==> src/rtl/pc_sequencer_if.sv <==
// Fetch/decode control bundle for pc_sequencer; master is the sequencer,
// slave is the instruction memory plus decode stage.
interface pc_sequencer_if;
  logic        imem_req;
  logic [31:0] imem_addr;
  logic        imem_ack;
  logic        instr_valid;
  logic        resolve_valid;
  logic [2:0]  branch_type;
  logic        zero;
  logic        sign;
  logic [31:0] branch_target;
  logic        jump;
  logic [31:0] jump_target;
  logic        stall;
  logic        flush;
  logic [31:0] pc;

  modport master (
    output imem_req, imem_addr, instr_valid, flush, pc,
    input  imem_ack, resolve_valid, branch_type, zero, sign,
           branch_target, jump, jump_target, stall
  );

  modport slave (
    input  imem_req, imem_addr, instr_valid, flush, pc,
    output imem_ack, resolve_valid, branch_type, zero, sign,
           branch_target, jump, jump_target, stall
  );
endinterface

==> src/rtl/pc_sequencer.sv <==
// Program-counter sequencer: IDLE/FETCH/DECODE loop with branch/jump redirect.
// Define DELAY_SLOT_EN for MIPS branch-delay-slot semantics (no flush).
module pc_sequencer #(
  parameter logic [31:0] RESET_VECTOR = 32'h0040_0000
) (
  input  logic           clk,
  input  logic           rst,
  pc_sequencer_if.master bus
);

  typedef enum logic [1:0] {IDLE, FETCH, DECODE} state_t;

  state_t      state, state_nx;
  logic [31:0] pc_q, pc_nx;
  logic        iv_q, iv_nx;
  logic        flush_q, flush_nx;
  logic        taken, redirect;
  logic [31:0] seq_pc, ctl_tgt;
`ifdef DELAY_SLOT_EN
  logic        pend_q, pend_nx;
  logic [31:0] ptgt_q, ptgt_nx;
`endif

  always_comb begin
    taken = 1'b0;
    case (bus.branch_type)
      3'b001:  taken = bus.zero;
      3'b010:  taken = !bus.zero;
      3'b011:  taken = !bus.sign;
      3'b100:  taken = !bus.sign && !bus.zero;
      3'b101:  taken = bus.sign || bus.zero;
      3'b110:  taken = bus.sign && !bus.zero;
      default: taken = 1'b0;
    endcase
  end

  assign seq_pc   = pc_q + 32'd4;
  assign redirect = bus.jump || taken;
  assign ctl_tgt  = bus.jump ? {bus.jump_target[31:2], 2'b00}
                             : {bus.branch_target[31:2], 2'b00};

  always_comb begin
    state_nx = state;
    pc_nx    = pc_q;
    iv_nx    = 1'b0;
    // A stalled FETCH keeps a pending flush pulse visible alongside imem_req.
    flush_nx = (bus.stall && state == FETCH) ? flush_q : 1'b0;
`ifdef DELAY_SLOT_EN
    pend_nx  = pend_q;
    ptgt_nx  = ptgt_q;
`endif
    case (state)
      IDLE: state_nx = FETCH;
      FETCH: begin
        if (bus.imem_ack && !bus.stall) begin
          state_nx = DECODE;
          iv_nx    = 1'b1;
        end
      end
      DECODE: begin
        if (bus.resolve_valid && !bus.stall) begin
          state_nx = FETCH;
`ifdef DELAY_SLOT_EN
          // The delay-slot decode retires into the latched target; its own decision is dropped.
          if (pend_q) begin
            pc_nx   = ptgt_q;
            pend_nx = 1'b0;
          end else begin
            pc_nx = seq_pc;
            if (redirect) begin
              pend_nx = 1'b1;
              ptgt_nx = ctl_tgt;
            end
          end
`else
          pc_nx    = redirect ? ctl_tgt : seq_pc;
          flush_nx = redirect;
`endif
        end
      end
      default: state_nx = IDLE;
    endcase
  end

  always_ff @(posedge clk or posedge rst) begin
    if (rst) begin
      state   <= IDLE;
      pc_q    <= RESET_VECTOR;
      iv_q    <= 1'b0;
      flush_q <= 1'b0;
`ifdef DELAY_SLOT_EN
      pend_q  <= 1'b0;
      ptgt_q  <= '0;
`endif
    end else begin
      state   <= state_nx;
      pc_q    <= pc_nx;
      iv_q    <= iv_nx;
      flush_q <= flush_nx;
`ifdef DELAY_SLOT_EN
      pend_q  <= pend_nx;
      ptgt_q  <= ptgt_nx;
`endif
    end
  end

  assign bus.imem_req    = (state == FETCH);
  assign bus.imem_addr   = pc_q;
  assign bus.instr_valid = iv_q;
  assign bus.flush       = flush_q;
  assign bus.pc          = pc_q;

endmodule
==> src/flat_wrapper.sv <==
// flat-port wrapper written by rule: the top's interface ports become plain ports
module pc_sequencer_flat 
#(
  parameter logic [31:0] RESET_VECTOR = 32'h0040_0000
)
  (clk, rst, bus_imem_req, bus_imem_addr, bus_instr_valid, bus_flush, bus_pc, bus_imem_ack, bus_resolve_valid, bus_branch_type, bus_zero, bus_sign, bus_branch_target, bus_jump, bus_jump_target, bus_stall);
  pc_sequencer_if bus_i ();
  input  logic clk;
  input  logic rst;
  output wire logic [$bits(bus_i.imem_req)-1:0] bus_imem_req;
  output wire logic [$bits(bus_i.imem_addr)-1:0] bus_imem_addr;
  output wire logic [$bits(bus_i.instr_valid)-1:0] bus_instr_valid;
  output wire logic [$bits(bus_i.flush)-1:0] bus_flush;
  output wire logic [$bits(bus_i.pc)-1:0] bus_pc;
  input wire logic [$bits(bus_i.imem_ack)-1:0] bus_imem_ack;
  input wire logic [$bits(bus_i.resolve_valid)-1:0] bus_resolve_valid;
  input wire logic [$bits(bus_i.branch_type)-1:0] bus_branch_type;
  input wire logic [$bits(bus_i.zero)-1:0] bus_zero;
  input wire logic [$bits(bus_i.sign)-1:0] bus_sign;
  input wire logic [$bits(bus_i.branch_target)-1:0] bus_branch_target;
  input wire logic [$bits(bus_i.jump)-1:0] bus_jump;
  input wire logic [$bits(bus_i.jump_target)-1:0] bus_jump_target;
  input wire logic [$bits(bus_i.stall)-1:0] bus_stall;
  assign bus_imem_req = bus_i.imem_req;
  assign bus_imem_addr = bus_i.imem_addr;
  assign bus_instr_valid = bus_i.instr_valid;
  assign bus_flush = bus_i.flush;
  assign bus_pc = bus_i.pc;
  assign bus_i.imem_ack = bus_imem_ack;
  assign bus_i.resolve_valid = bus_resolve_valid;
  assign bus_i.branch_type = bus_branch_type;
  assign bus_i.zero = bus_zero;
  assign bus_i.sign = bus_sign;
  assign bus_i.branch_target = bus_branch_target;
  assign bus_i.jump = bus_jump;
  assign bus_i.jump_target = bus_jump_target;
  assign bus_i.stall = bus_stall;
  pc_sequencer #(.RESET_VECTOR(RESET_VECTOR)) u_core (.clk(clk), .rst(rst), .bus(bus_i));
endmodule
==> config.mk <==
export PLATFORM = sky130hd
export DESIGN_NAME = pc_sequencer_flat
export DESIGN_NICKNAME = d
export VERILOG_FILES = /design/src/rtl/pc_sequencer_if.sv /design/src/rtl/pc_sequencer.sv /design/src/flat_wrapper.sv
export SDC_FILE = /design/constraint.sdc
export NUM_CORES = 1
export LEC_CHECK = 0
export CAP_MARGIN = 20
export CORE_MARGIN = 2
export CORE_UTILIZATION = 40
export DETAILED_ROUTE_END_ITERATION = 12
export PLACE_DENSITY = 0.79
export SYNTH_ARGS = -nofsm -noshare
export SYNTH_HDL_FRONTEND = slang
export SYNTH_SLANG_ARGS = --single-unit
==> constraint.sdc <==
create_clock -name clk -period 4 [get_ports clk]
set_clock_uncertainty 0.05 [all_clocks]
set_input_delay 1.2 -clock clk [delete_from_list [all_inputs] [get_ports clk]]
set_output_delay 1.2 -clock clk [all_outputs]
set_load 0.01 [all_outputs]
==> impl_metrics.env, run 1 <==
export IMPL_rsz0062_at_grt="no"
export IMPL_synth_common_cells="nand2_1 (38), buf_4 (34), dfrtp_1 (33)"
export IMPL_hold_start="u_core.bus.flush"
export IMPL_numnets_final=533
export IMPL_drv_slew=0
export IMPL_initial_utilization=0.410
export IMPL_crit_path_category="in2reg"
export IMPL_postSynth_asyncResetShare=1.00
export IMPL_gp_congestion=0.928
export IMPL_avgSynthCellArea_sq_um=8.33
export IMPL_p_leak_nw=1.63
export IMPL_fp_row_count=31
export IMPL_post_layout_nonfiller_instances=557
export IMPL_arr_time_crit_path_ns=3.42
export IMPL_post_synth_main_area_contributors="dfrtp_1 (28%), buf_4 (8.6%), nand2_1 (4.8%)"
export IMPL_final_setup_viol_count=0
export IMPL_worstRegToRegCells=6
export IMPL_cts_post_setup_buffers_inserted=0
export IMPL_crit_path_max_fanout=10
export IMPL_synth_flop_cell="dfrtp_1"
export IMPL_design_portCount=142
export IMPL_cts_buffer_count=5
export IMPL_synth_seq_area_share=0.288
export IMPL_drt_total_wl_mm=9.92
export IMPL_design_die_area_sq_um=8100
export IMPL_finalCritPeriodShare=0.824
export IMPL_cts_root_buf="clkbuf_8"
export IMPL_num_vias=3316
export IMPL_fmax_mhz=304
export IMPL_cts_hold_buf=0
export IMPL_max_cap_violations=0
export IMPL_antenna_left=0
export IMPL_cts_htree_levels=2
export IMPL_yosysTopAreaCell="dfrtp_1"
export IMPL_worst_endpoint_required_ns=4.13
export IMPL_setup_worst_path_start_class="input port"
export IMPL_status="finished, final reports clean"
export IMPL_final_period_minus_worst_setup_slack_ns=3.29
export IMPL_postLayoutCoreUtil=0.594
export IMPL_grt_max_degree=42
export IMPL_avgViaCountPerCell=5.95
export IMPL_timing_rr_start="u_core.bus.imem_addr[2]"
export IMPL_grt_pass1_vias=3211
export IMPL_reg2reg_slack_ns=1.24
export IMPL_post_layout_total_power_mw=1.58
export IMPL_synth_largest_type_area_fraction=0.279
export IMPL_number_of_antenna_violations_at_the_first_check_in_global_routing=0
export IMPL_synth_enable_flop_cells=0
export IMPL_cts_sinks=34
export IMPL_signed_area_change_from_the_synthesized_netlist_to_the_final_layout_pct=45.0
export IMPL_maximum_count_of_clock_buffers_along_a_single_path=2
export IMPL_floorplan_die_width_microns=90.0
export IMPL_insertion_delay_ns=0.29
export IMPL_post_place_cells=549
export IMPL_ir_worst_vdd_mv=0.147
export IMPL_cts_repair_resize_count=0
export IMPL_power_per_cell_area_nw_per_um2=368
export IMPL_min_path_type="reg2reg"
export IMPL_post_detailed_route_drc_marker_count=0
export IMPL_min_delay_worst_endpoint="u_core.bus.flush"
export IMPL_io_buffers=133
export IMPL_holdWs_ns=0.490
export IMPL_tritoncts="done"
export IMPL_wire_per_inst_microns=17.8
export IMPL_post_route_cells_drive_above_1_share=0.0895
export IMPL_fp_dieH_microns=90.0
export IMPL_core_sq_um=7210
export IMPL_yosys_register_bits=34
export IMPL_globalRouteOverflowTotal=0
export IMPL_diodes=0
export IMPL_totalNegativeSetupSlack_ns=0
export IMPL_path_clk_slew_ns=0.07
export IMPL_grt_first_pass_wirelength_mm=16.0
export IMPL_transition_time_of_the_tightest_slew_check_pin_ns=0.740
export IMPL_timing_hold_violations_final=0
export IMPL_detailedRoute_firstPassIterationCount=5
export IMPL_grt_util_all_layers=0.242
export IMPL_post_synth_instance_area_sq_um=2960
export IMPL_yosysMostFrequentCell="nand2_1"
export IMPL_worst_setup_path_end_kind="flip-flop"
export IMPL_worst_r2r_endpoint="u_core.bus.imem_addr[28]"
export IMPL_slew_headroom=0.503
export IMPL_synthCells=355
export IMPL_hpwl_mm=7.22
export IMPL_drt_first_iter_violations=229
export IMPL_synthesis_yosys_warnings=0
export IMPL_yosys_cell_types_count=70
export IMPL_timing_hold_worst_path_depth=2
[layout make-up]
| type | count | area [sq um] |
|---|---|---|
| Fill cell | 650 | 2930 |
| Multi-Input combinational cell | 260 | 1730 |
| Timing Repair Buffer | 146 | 1450 |
| Sequential cell | 34 | 852 |
| Tap cell | 99 | 124 |
| Clock buffer | 7 | 86.3 |
| Inverter | 10 | 37.5 |
| Clock inverter | 1 | 5.00 |
[critical path, cell delays in order]
cell             delay [ns]
clkdlybuf4s50_1        0.56
nor2b_1                0.20
o21ba_1                0.52
o31ai_4                0.18
buf_4                  0.19
or2_1                  0.26
o311ai_1               0.30
[state kept, by name, indices dropped and copies added (netlist names)]
register,cells
u_core.state,2
u_core.bus.instr_valid,1
u_core.bus.flush,1
u_core.bus.imem_addr,30
[stage by stage]
stage,area (sq um),worst slack [ns]
after floorplan,2970,1.24
after global routing,4290,0.542
after global placement,4200,0.505
after CTS,4290,0.722
final,4290,0.705
after detailed placement,4200,0.424
[cells by family after synthesis]
logic type | Yosys count | synth area share
AND/OR/NAND/NOR | 140 | 0.259
AO/OA/AOI/OAI | 105 | 0.277
buffers and inverters | 64 | 0.136
flip-flops | 34 | 0.288
multiplexers | 9 | 0.0313
adder cells (fa/ha/maj) | 1 | 0.00423
other | 1 | 0.00127
XOR/XNOR | 1 | 0.00296
[cell usage in the layout (no fill, tap or decap), types with 7 or more instances in the layout]
cell type / n
nand4_1: 9
buf_4: 11
o21ai_0: 9
o221ai_1: 7
a211oi_1: 7
mux2i_1: 7
and3_1: 11
nor4_1: 9
clkdlybuf4s50_1: 133
nand3_1: 17
nand2_1: 38
dfrtp_1: 33
a21oi_1: 14
nor3_1: 7
inv_1: 10
nor2_1: 15
[where the power goes]
part           total (mW)  internal [mW]  switching (mW)
clock network       0.271          0.139           0.132
logic               0.729          0.438           0.292
registers           0.577          0.426           0.151
total                1.58           1.00           0.574
[metal layers]
metal  GRT usage  part of all wire
met1       0.301              0.40
met2       0.420              0.50
met3      0.0411             0.075
met4      0.0949             0.024
met5           0                 0
[worst max path at each step]
stage / startpoint / endpoint / slack [ns] / cells past startpoint
6_report: bus_sign / u_core.bus.imem_addr[31] / 0.71 / 7
5_1_grt: bus_sign / u_core.bus.imem_addr[10] / 0.54 / 7
4_1_cts: bus_sign / u_core.bus.imem_addr[24] / 0.72 / 7
3_5_place_dp: bus_sign / u_core.bus.imem_addr[24] / 0.42 / 7
3_3_place_gp: bus_branch_type[1] / u_core.bus.imem_addr[24] / 0.50 / 7
2_1_floorplan: bus_branch_type[1] / u_core.bus.imem_addr[6] / 1.24 / 6
No activity file was read; power rests on OpenSTA's default activity.
==> run 2, diff against run 1 <==
==> constraint.sdc (replaced) <==
create_clock -name clk -period 3.24 [get_ports clk]
set_clock_uncertainty 0.05 [all_clocks]
set_input_delay 0.972 -clock clk [delete_from_list [all_inputs] [get_ports clk]]
set_output_delay 0.972 -clock clk [all_outputs]
set_load 0.01 [all_outputs]
==> impl_metrics.env, run 2 (same netlist as run 1, synthesis figures left out) <==
export IMPL_status="finished, final reports clean"
export IMPL_numnets_final=547
export IMPL_floorplan_die_width_microns=90.0
export IMPL_tritoncts="done"
export IMPL_cts_post_setup_buffers_inserted=0
export IMPL_fp_dieH_microns=90.0
export IMPL_insertion_delay_ns=0.29
export IMPL_worst_setup_path_end_kind="flip-flop"
export IMPL_avgViaCountPerCell=5.96
export IMPL_holdWs_ns=0.483
export IMPL_final_cell_mix="clkdlybuf4s50_1 (133), nand2_1 (38), dfrtp_1 (33), buf_4 (26), nand3_1 (17)"
export IMPL_grt_max_degree=38
export IMPL_power_per_cell_area_nw_per_um2=441
export IMPL_gp_congestion=0.967
export IMPL_grt_util_all_layers=0.245
export IMPL_initial_utilization=0.410
export IMPL_timing_hold_worst_path_depth=2
export IMPL_fp_row_count=31
export IMPL_totalNegativeSetupSlack_ns=0
export IMPL_cts_sinks=34
export IMPL_wire_per_inst_microns=17.6
export IMPL_cts_repair_resize_count=0
export IMPL_arr_time_crit_path_ns=3.03
export IMPL_path_clk_slew_ns=0.06
export IMPL_num_vias=3399
export IMPL_worstRegToRegCells=6
export IMPL_finalCritPeriodShare=0.901
export IMPL_largest_reg_flops=30
export IMPL_transition_time_of_the_tightest_slew_check_pin_ns=0.590
export IMPL_globalRouteOverflowTotal=0
export IMPL_worst_endpoint_required_ns=3.35
export IMPL_final_common_cell="clkdlybuf4s50_1"
export IMPL_ir_worst_vdd_mv=0.185
export IMPL_slew_headroom=0.603
export IMPL_grt_pass1_vias=3291
export IMPL_fmax_mhz=343
export IMPL_timing_hold_violations_final=0
export IMPL_drt_total_wl_mm=10.0
export IMPL_diodes=0
export IMPL_cts_root_buf="clkbuf_8"
export IMPL_detailedRoute_firstPassIterationCount=5
export IMPL_final_setup_viol_count=0
export IMPL_cts_buffer_count=5
export IMPL_signed_area_change_from_the_synthesized_netlist_to_the_final_layout_pct=47.6
export IMPL_core_sq_um=7210
export IMPL_crit_path_max_fanout=11
export IMPL_max_cap_violations=0
export IMPL_hpwl_mm=7.53
export IMPL_setup_worst_path_start_class="input port"
export IMPL_design_portCount=142
export IMPL_rsz0062_at_grt="no"
export IMPL_antenna_left=0
export IMPL_drv_slew=0
export IMPL_cts_htree_levels=2
export IMPL_layout_filler_cells=661
export IMPL_maximum_count_of_clock_buffers_along_a_single_path=2
export IMPL_post_route_cells_drive_above_1_share=0.113
export IMPL_design_die_area_sq_um=8100
export IMPL_cts_hold_buf=0
export IMPL_min_path_type="reg2reg"
export IMPL_number_of_antenna_violations_at_the_first_check_in_global_routing=0
export IMPL_io_buffers=133
export IMPL_grt_first_pass_wirelength_mm=16.3
export IMPL_p_leak_nw=1.69
export IMPL_post_detailed_route_drc_marker_count=0
export IMPL_final_period_minus_worst_setup_slack_ns=2.92
export IMPL_crit_path_category="in2reg"
export IMPL_drt_first_iter_violations=255
-- run 2: path summary, 6_finish.rpt --
kind / start / to / slack, ns
max: bus_branch_type[1] / u_core.bus.imem_addr[28] / 0.32
min: u_core.bus.flush / u_core.bus.flush / 0.48
max reg2reg: u_core.bus.imem_addr[2] / u_core.bus.imem_addr[30] / 0.82
min reg2reg: u_core.bus.flush / u_core.bus.flush / 0.48
max in group asynchronous: rst / u_core.bus.imem_addr[22] / 1.75
min in group asynchronous: rst / u_core.bus.imem_addr[12] / 1.04
-- run 2: through the flow --
stage          power, mW  cells  instance area [sq um]   util  worst slack, ns
2_1_floorplan       1.17    358                   2970      -            0.708
3_3_place_gp        1.61    563                   4290  0.595           0.0775
3_5_place_dp        1.63    563                   4290  0.595           0.0206
4_1_cts             1.93    570                   4370  0.605            0.323
5_1_grt             2.03    570                   4370  0.605            0.127
6_report            1.92    570                   4370  0.605            0.322
-- run 2: final cells by class --
class / instances / area [sq um] / share of cell area
multi-input cells: 260 / 1730 / 0.396
repair buffers: 160 / 1550 / 0.354
flip-flops and latches: 34 / 852 / 0.195
well taps: 99 / 124 / 0.0284
clock buffers: 7 / 76.3 / 0.0175
inverters: 10 / 37.5 / 0.00860
-- run 2: per-layer routing --
metal | up-vias | GRT usage | wire length (microns)
met5 | - | 0 | 0
met4 | 0 | 0.0756 | 280
met3 | 28 | 0.0528 | 830
met2 | 205 | 0.422 | 4900
met1 | 1598 | 0.308 | 3990
li1 | 1568 | - | -
-- run 2: worst max-delay path: stages --
cell and delay, ns:
clkdlybuf4s50_1 0.55, or3_1 0.18, o21a_1 0.37, a31oi_2 0.23
buf_4 0.22, and3_1 0.15, or3_1 0.35
-- run 2: report_power, final --
group	internal [mW]	total, mW	leakage, nW	switching (mW)
registers	0.527	0.711	0.421	0.185
logic	0.550	0.911	1.23	0.361
clock network	0.148	0.301	0.0383	0.153
==> RTL edit 1 (settings of run 2) <==
Add a define of `DELAY_SLOT_EN`.
--- a/src/rtl/pc_sequencer.sv
+++ b/src/rtl/pc_sequencer.sv
@@ -1,4 +1,6 @@
 // Program-counter sequencer: IDLE/FETCH/DECODE loop with branch/jump redirect.
 // Define DELAY_SLOT_EN for MIPS branch-delay-slot semantics (no flush).
+`define DELAY_SLOT_EN
+
 module pc_sequencer #(
   parameter logic [31:0] RESET_VECTOR = 32'h0040_0000
Check against the original RTL: not equivalent (Yosys sat finds a counterexample within 4 cycles, from zero or initial values and one cycle with rst high).
==> RTL edit 1 against run 2 <==
  * Routed wire length shrank 0.31%
  * Synthesized area grew 32%
  * Clock power grew to 2.6 times the old value
  * Highest routed layer unchanged
  * Synthesized cell count grew 13%
  * Sequential cell count grew 30
  * Power grew 81%
  * Worst setup slack gained 0.37 ns
  * Design area grew 23%
==> RTL edit 1: results (changes against run 2) <==
** Cells and area
- Multi-input logic cell count :: 278 (was 260)
- Signal inverters :: 4 (was 10)
- The fraction of layout cells with a size suffix above 1 is 19.8% (was 11.3%).
- Fill cells :: 810 (was 661)
- The number of buffers outside the clock class in the layout came to 142 (was 160).
- The post-route cell area was 5380 um^2 (was 4370 um^2).
- The clock distribution area overhead in the final layout was 4.17% (was 1.75%).
- The number of nets in the layout came to 575 (was 547).

** Place
- Placed inst area :: 5150 um^2 (was 4290 um^2)
- The worst slack at placement is 0.324 ns (was 0.0206 ns).

** Power and ir drop
- The total power divided by cell area came to 648 nW/um^2 (was 441 nW/um^2).
- The reported clock group power came to 0.782 mW (was 0.301 mW).

** Synth
- The fraction of the mapped netlist area in compound gates is 15.6% (was 27.7%).
- Count of distinct cell types in the synthesized netlist :: 50 (was 70)
- Post-synthesis sequential element count :: 64 (was 34)
- The number of standard cells after synthesis came to 401 (was 355).
- Share of the synthesized netlist area taken by xor and xnor gates :: 0% (was 0.296%)
- Most instantiated cells after synthesis :: sky130_fd_sc_hd__dfrtp_1 (63), sky130_fd_sc_hd__mux2_2 (61), sky130_fd_sc_hd__buf_4 (35) (was sky130_fd_sc_hd__nand2_1 (38), sky130_fd_sc_hd__buf_4 (34), sky130_fd_sc_hd__dfrtp_1 (33))
- Mux share of post-synthesis cell area :: 18.2% (was 3.13%)

** Clock network
- The number of clock buffers inserted by TritonCTS came to 9 (was 5).
- Skew-Pair Late Insertion Delay :: 0.34 ns (was 0.29 ns)

** Die
- Number of well taps :: 129 (was 99)

** Status
- Run status :: finished clean (unchanged)

** STA
- The post-layout minimum cycle time is 2.55 ns (was 2.92 ns).
- Normalized max-slew margin :: 47.9% (was 60.3%)

** Global routing
- Pin count of the biggest net entering global routing :: 62 (was 38)

** Route
- Detailed router's first-iteration violation count :: 235 (was 255)
-- RTL edit 1: cell count changes in the layout (fill, tap and decap cells not counted), moves of 7 or more --
cell                       before  now
sky130_fd_sc_hd__dfrtp_1       33   63
sky130_fd_sc_hd__inv_1         10    3
sky130_fd_sc_hd__o221ai_1       7    0
sky130_fd_sc_hd__a211oi_1       7    0
sky130_fd_sc_hd__nand2_1       38   23
sky130_fd_sc_hd__a21oi_1       14   31
sky130_fd_sc_hd__mux2_2         2   61
sky130_fd_sc_hd__o21ai_0        9   31
sky130_fd_sc_hd__buf_4         26    8
-- RTL edit 1: worst reg2reg max path, cell delays in order (launching register included) --
cell,delay (ns)
sky130_fd_sc_hd__dfrtp_1,0.48
sky130_fd_sc_hd__ha_1,0.28
sky130_fd_sc_hd__nand4_1,0.24
sky130_fd_sc_hd__or4_1,0.63
sky130_fd_sc_hd__nor4_1,0.40
sky130_fd_sc_hd__a31oi_1,0.16
sky130_fd_sc_hd__o22a_1,0.21
-- RTL edit 1: final timing paths --
path | startpoint | to | cells after the start
worst max-delay path | bus_sign | u_core.ptgt_q[10] | 6
worst min-delay path | u_core.ptgt_q[31] | u_core.ptgt_q[31] | 1
worst max register to register | u_core.bus.imem_addr[2] | u_core.bus.imem_addr[28] | 6
worst min register to register | u_core.ptgt_q[31] | u_core.ptgt_q[31] | 1
max in group asynchronous | rst | u_core.bus.imem_addr[22] | 3
min in group asynchronous | rst | u_core.state[0] | 2
-- RTL edit 1: routing by layer --
layer	up-vias	global-route usage (%)	part of all wire, %
met4	0	7.59	1.3
li1	1629	-	-
met2	168	33.1	50
met5	-	0	0
met3	15	3.53	7.5
met1	1661	23.4	42
==> RTL edit 2 (settings of run 2) <==
Without the edit above. Reset style: synchronous (`rst`), changed in one clocked block.
--- a/src/rtl/pc_sequencer.sv
+++ b/src/rtl/pc_sequencer.sv
@@ -83,5 +83,5 @@
   end
 
-  always_ff @(posedge clk or posedge rst) begin
+  always_ff @(posedge clk) begin
     if (rst) begin
       state   <= IDLE;
Formal check against the unedited RTL: differs if rst is asserted again (counterexample within 4 cycles, from zero or initial values and one cycle with rst high); with rst held inactive, the same outputs for 10 cycles.
==> RTL edit 2 against run 2 <==
  * Sequential cell count unchanged
  * Design area down 0.69%
  * Synthesized area down 0.85%
  * Routed wire length up 5.5%
  * Worst setup slack better by 0.0099 ns
  * Cell count up 1.8%
  * Largest cell class unchanged
Power is not compared: it rests on default switching activity, and its combinational part moved more than twofold at a synthesized area within 25%.
==> RTL edit 2: results (changes against run 2) <==
** STA
- Normalized max-slew margin :: 62.8% (was 60.3%)

** Route
- Highest metal layer used by the detailed router :: met4 (unchanged)
- The wire length on met2 was 5090 um (was 4900 um).
- The met3 layer wire length in the routed design came to 900 um (was 830 um).
- The wire length on met1 was 4360 um (was 3990 um).
- The total wirelength of the detailed-routed design was 10600 um (was 10000 um).
- The average vias per placed instance came to 6.06 (was 5.96).
- Via Count :: 3515 (was 3399)
- The first-iteration detailed-routing DRC count came to 326 (was 255).
- The number of search-and-repair iterations in the first detailed-routing pass came to 5 (unchanged).

** Status
- Run status: finished clean (unchanged).

** Global routing
- Wire length of the first global-routing pass :: 16100 um (was 16300 um)
- Total track usage :: 25.6% (was 24.5%)
- The largest net degree at the start of global routing came to 40 (was 38).
- Vias in the first global route :: 3232 (was 3291)

** Clock network
- Buffer type at the clock tree root :: sky130_fd_sc_hd__clkbuf_8 (unchanged)
- Deepest clock path buffer count :: 2 (unchanged)

** Synth
- Count of distinct cell types in the synthesized netlist :: 72 (was 70)
- Mean cell area of the mapped netlist :: 7.80 um^2 (was 8.33 um^2)
- Share of the yosys chip area belonging to registers :: 23.2% (was 28.8%)
- The async set-reset flop share out of synthesis was 0% (was 100%).
- Most instantiated cells after synthesis: sky130_fd_sc_hd__buf_4 (36), sky130_fd_sc_hd__dfxtp_1 (34), sky130_fd_sc_hd__nand2_1 (31) (was sky130_fd_sc_hd__nand2_1 (38), sky130_fd_sc_hd__buf_4 (34), sky130_fd_sc_hd__dfrtp_1 (33)).
- The flip-flop cell with the highest count after synthesis was sky130_fd_sc_hd__dfxtp_1 (was sky130_fd_sc_hd__dfrtp_1).
- Ranking of synthesized cells by area :: sky130_fd_sc_hd__dfxtp_1 (23%), sky130_fd_sc_hd__buf_4 (9.2%), sky130_fd_sc_hd__nand2_1 (4.0%), sky130_fd_sc_hd__nor2_1 (3.2%), sky130_fd_sc_hd__a21oi_1 (2.7%) (was sky130_fd_sc_hd__dfrtp_1 (28%), sky130_fd_sc_hd__buf_4 (8.6%), sky130_fd_sc_hd__nand2_1 (4.8%), sky130_fd_sc_hd__nand3_1 (2.9%), sky130_fd_sc_hd__a21oi_1 (2.4%))

** Place
- The placed cell area is 4230 um^2 (was 4290 um^2).
- The total half-perimeter wirelength after legalization and detailed placement is 7800 um (was 7530 um).
- The worst slack at placement came to 0.0414 ns (was 0.0206 ns).
- Number of placed cells counting well taps :: 572 (was 563)
- Placer Congestion :: 0.920 (was 0.967)

** Setup path
- Data arrival at the endpoint of the critical path :: 3.07 ns (was 3.03 ns)
- Maximum fanout encountered on the critical timing path :: 9 (was 11)
- The gate family responsible for the most delay along the worst path is compound AO/OA/AOI/OAI gates (was buffers and inverters).
- The largest incremental delay on the critical path came to 0.51 ns (was 0.55 ns).

** Power and ir drop
- Highest ir drop seen on vdd :: 130 uV

** Cells and area
- The number of nets in the layout is 556 (was 547).
- The number of filler cells placed in the layout came to 647 (was 661).
- The fraction of layout cells with a size suffix above 1 is 10.2% (was 11.3%).
-- RTL edit 2: report_power, final --
part	internal, mW	switching, mW
clock network	0.215	0.171
registers	0.422	0.00738
logic	0.146	0.121
-- RTL edit 2: cells by family after synthesis --
| group | after synthesis | synth area share, % |
|---|---|---|
| xor+xnor | 6 | 1.79 |
| buf+inv | 67 | 13.4 |
| simple gates | 152 | 30.3 |
| compound gates | 109 | 28.6 |
| other cells | 1 | 0.128 |
| fa+ha+maj | 1 | 0.427 |
| mux | 6 | 2.09 |
| flops | 34 | 23.2 |
-- RTL edit 2: routing by layer --
metal / vias up / track usage (%)
met3: 24 / 4.66
met2: 207 / 40.4
met5: - / 0
met1: 1633 / 34.7
met4: 0 / 9.63
li1: 1651 / -
-- RTL edit 2: area by class of cell --
type | count | area [um^2] | share of cell area, %
Clock buffer | 8 | 110 | 2.54
Inverter | 8 | 30.0 | 0.693
Multi-Input combinational cell | 278 | 1880 | 43.5
Sequential cell | 34 | 681 | 15.7
Tap cell | 99 | 124 | 2.86
Timing Repair Buffer | 153 | 1510 | 34.7
-- RTL edit 2: final timing paths --
path / startpoint / end / slack, ns / depth (start not counted)
worst min register to register: u_core.bus.flush / u_core.bus.flush / 0.44 / 2
worst max-delay path: bus_branch_type[1] / u_core.bus.imem_addr[9] / 0.33 / 7
worst min-delay path: u_core.bus.flush / u_core.bus.flush / 0.44 / 2
worst max register to register: u_core.bus.imem_addr[10] / u_core.bus.imem_addr[29] / 1.03 / 5
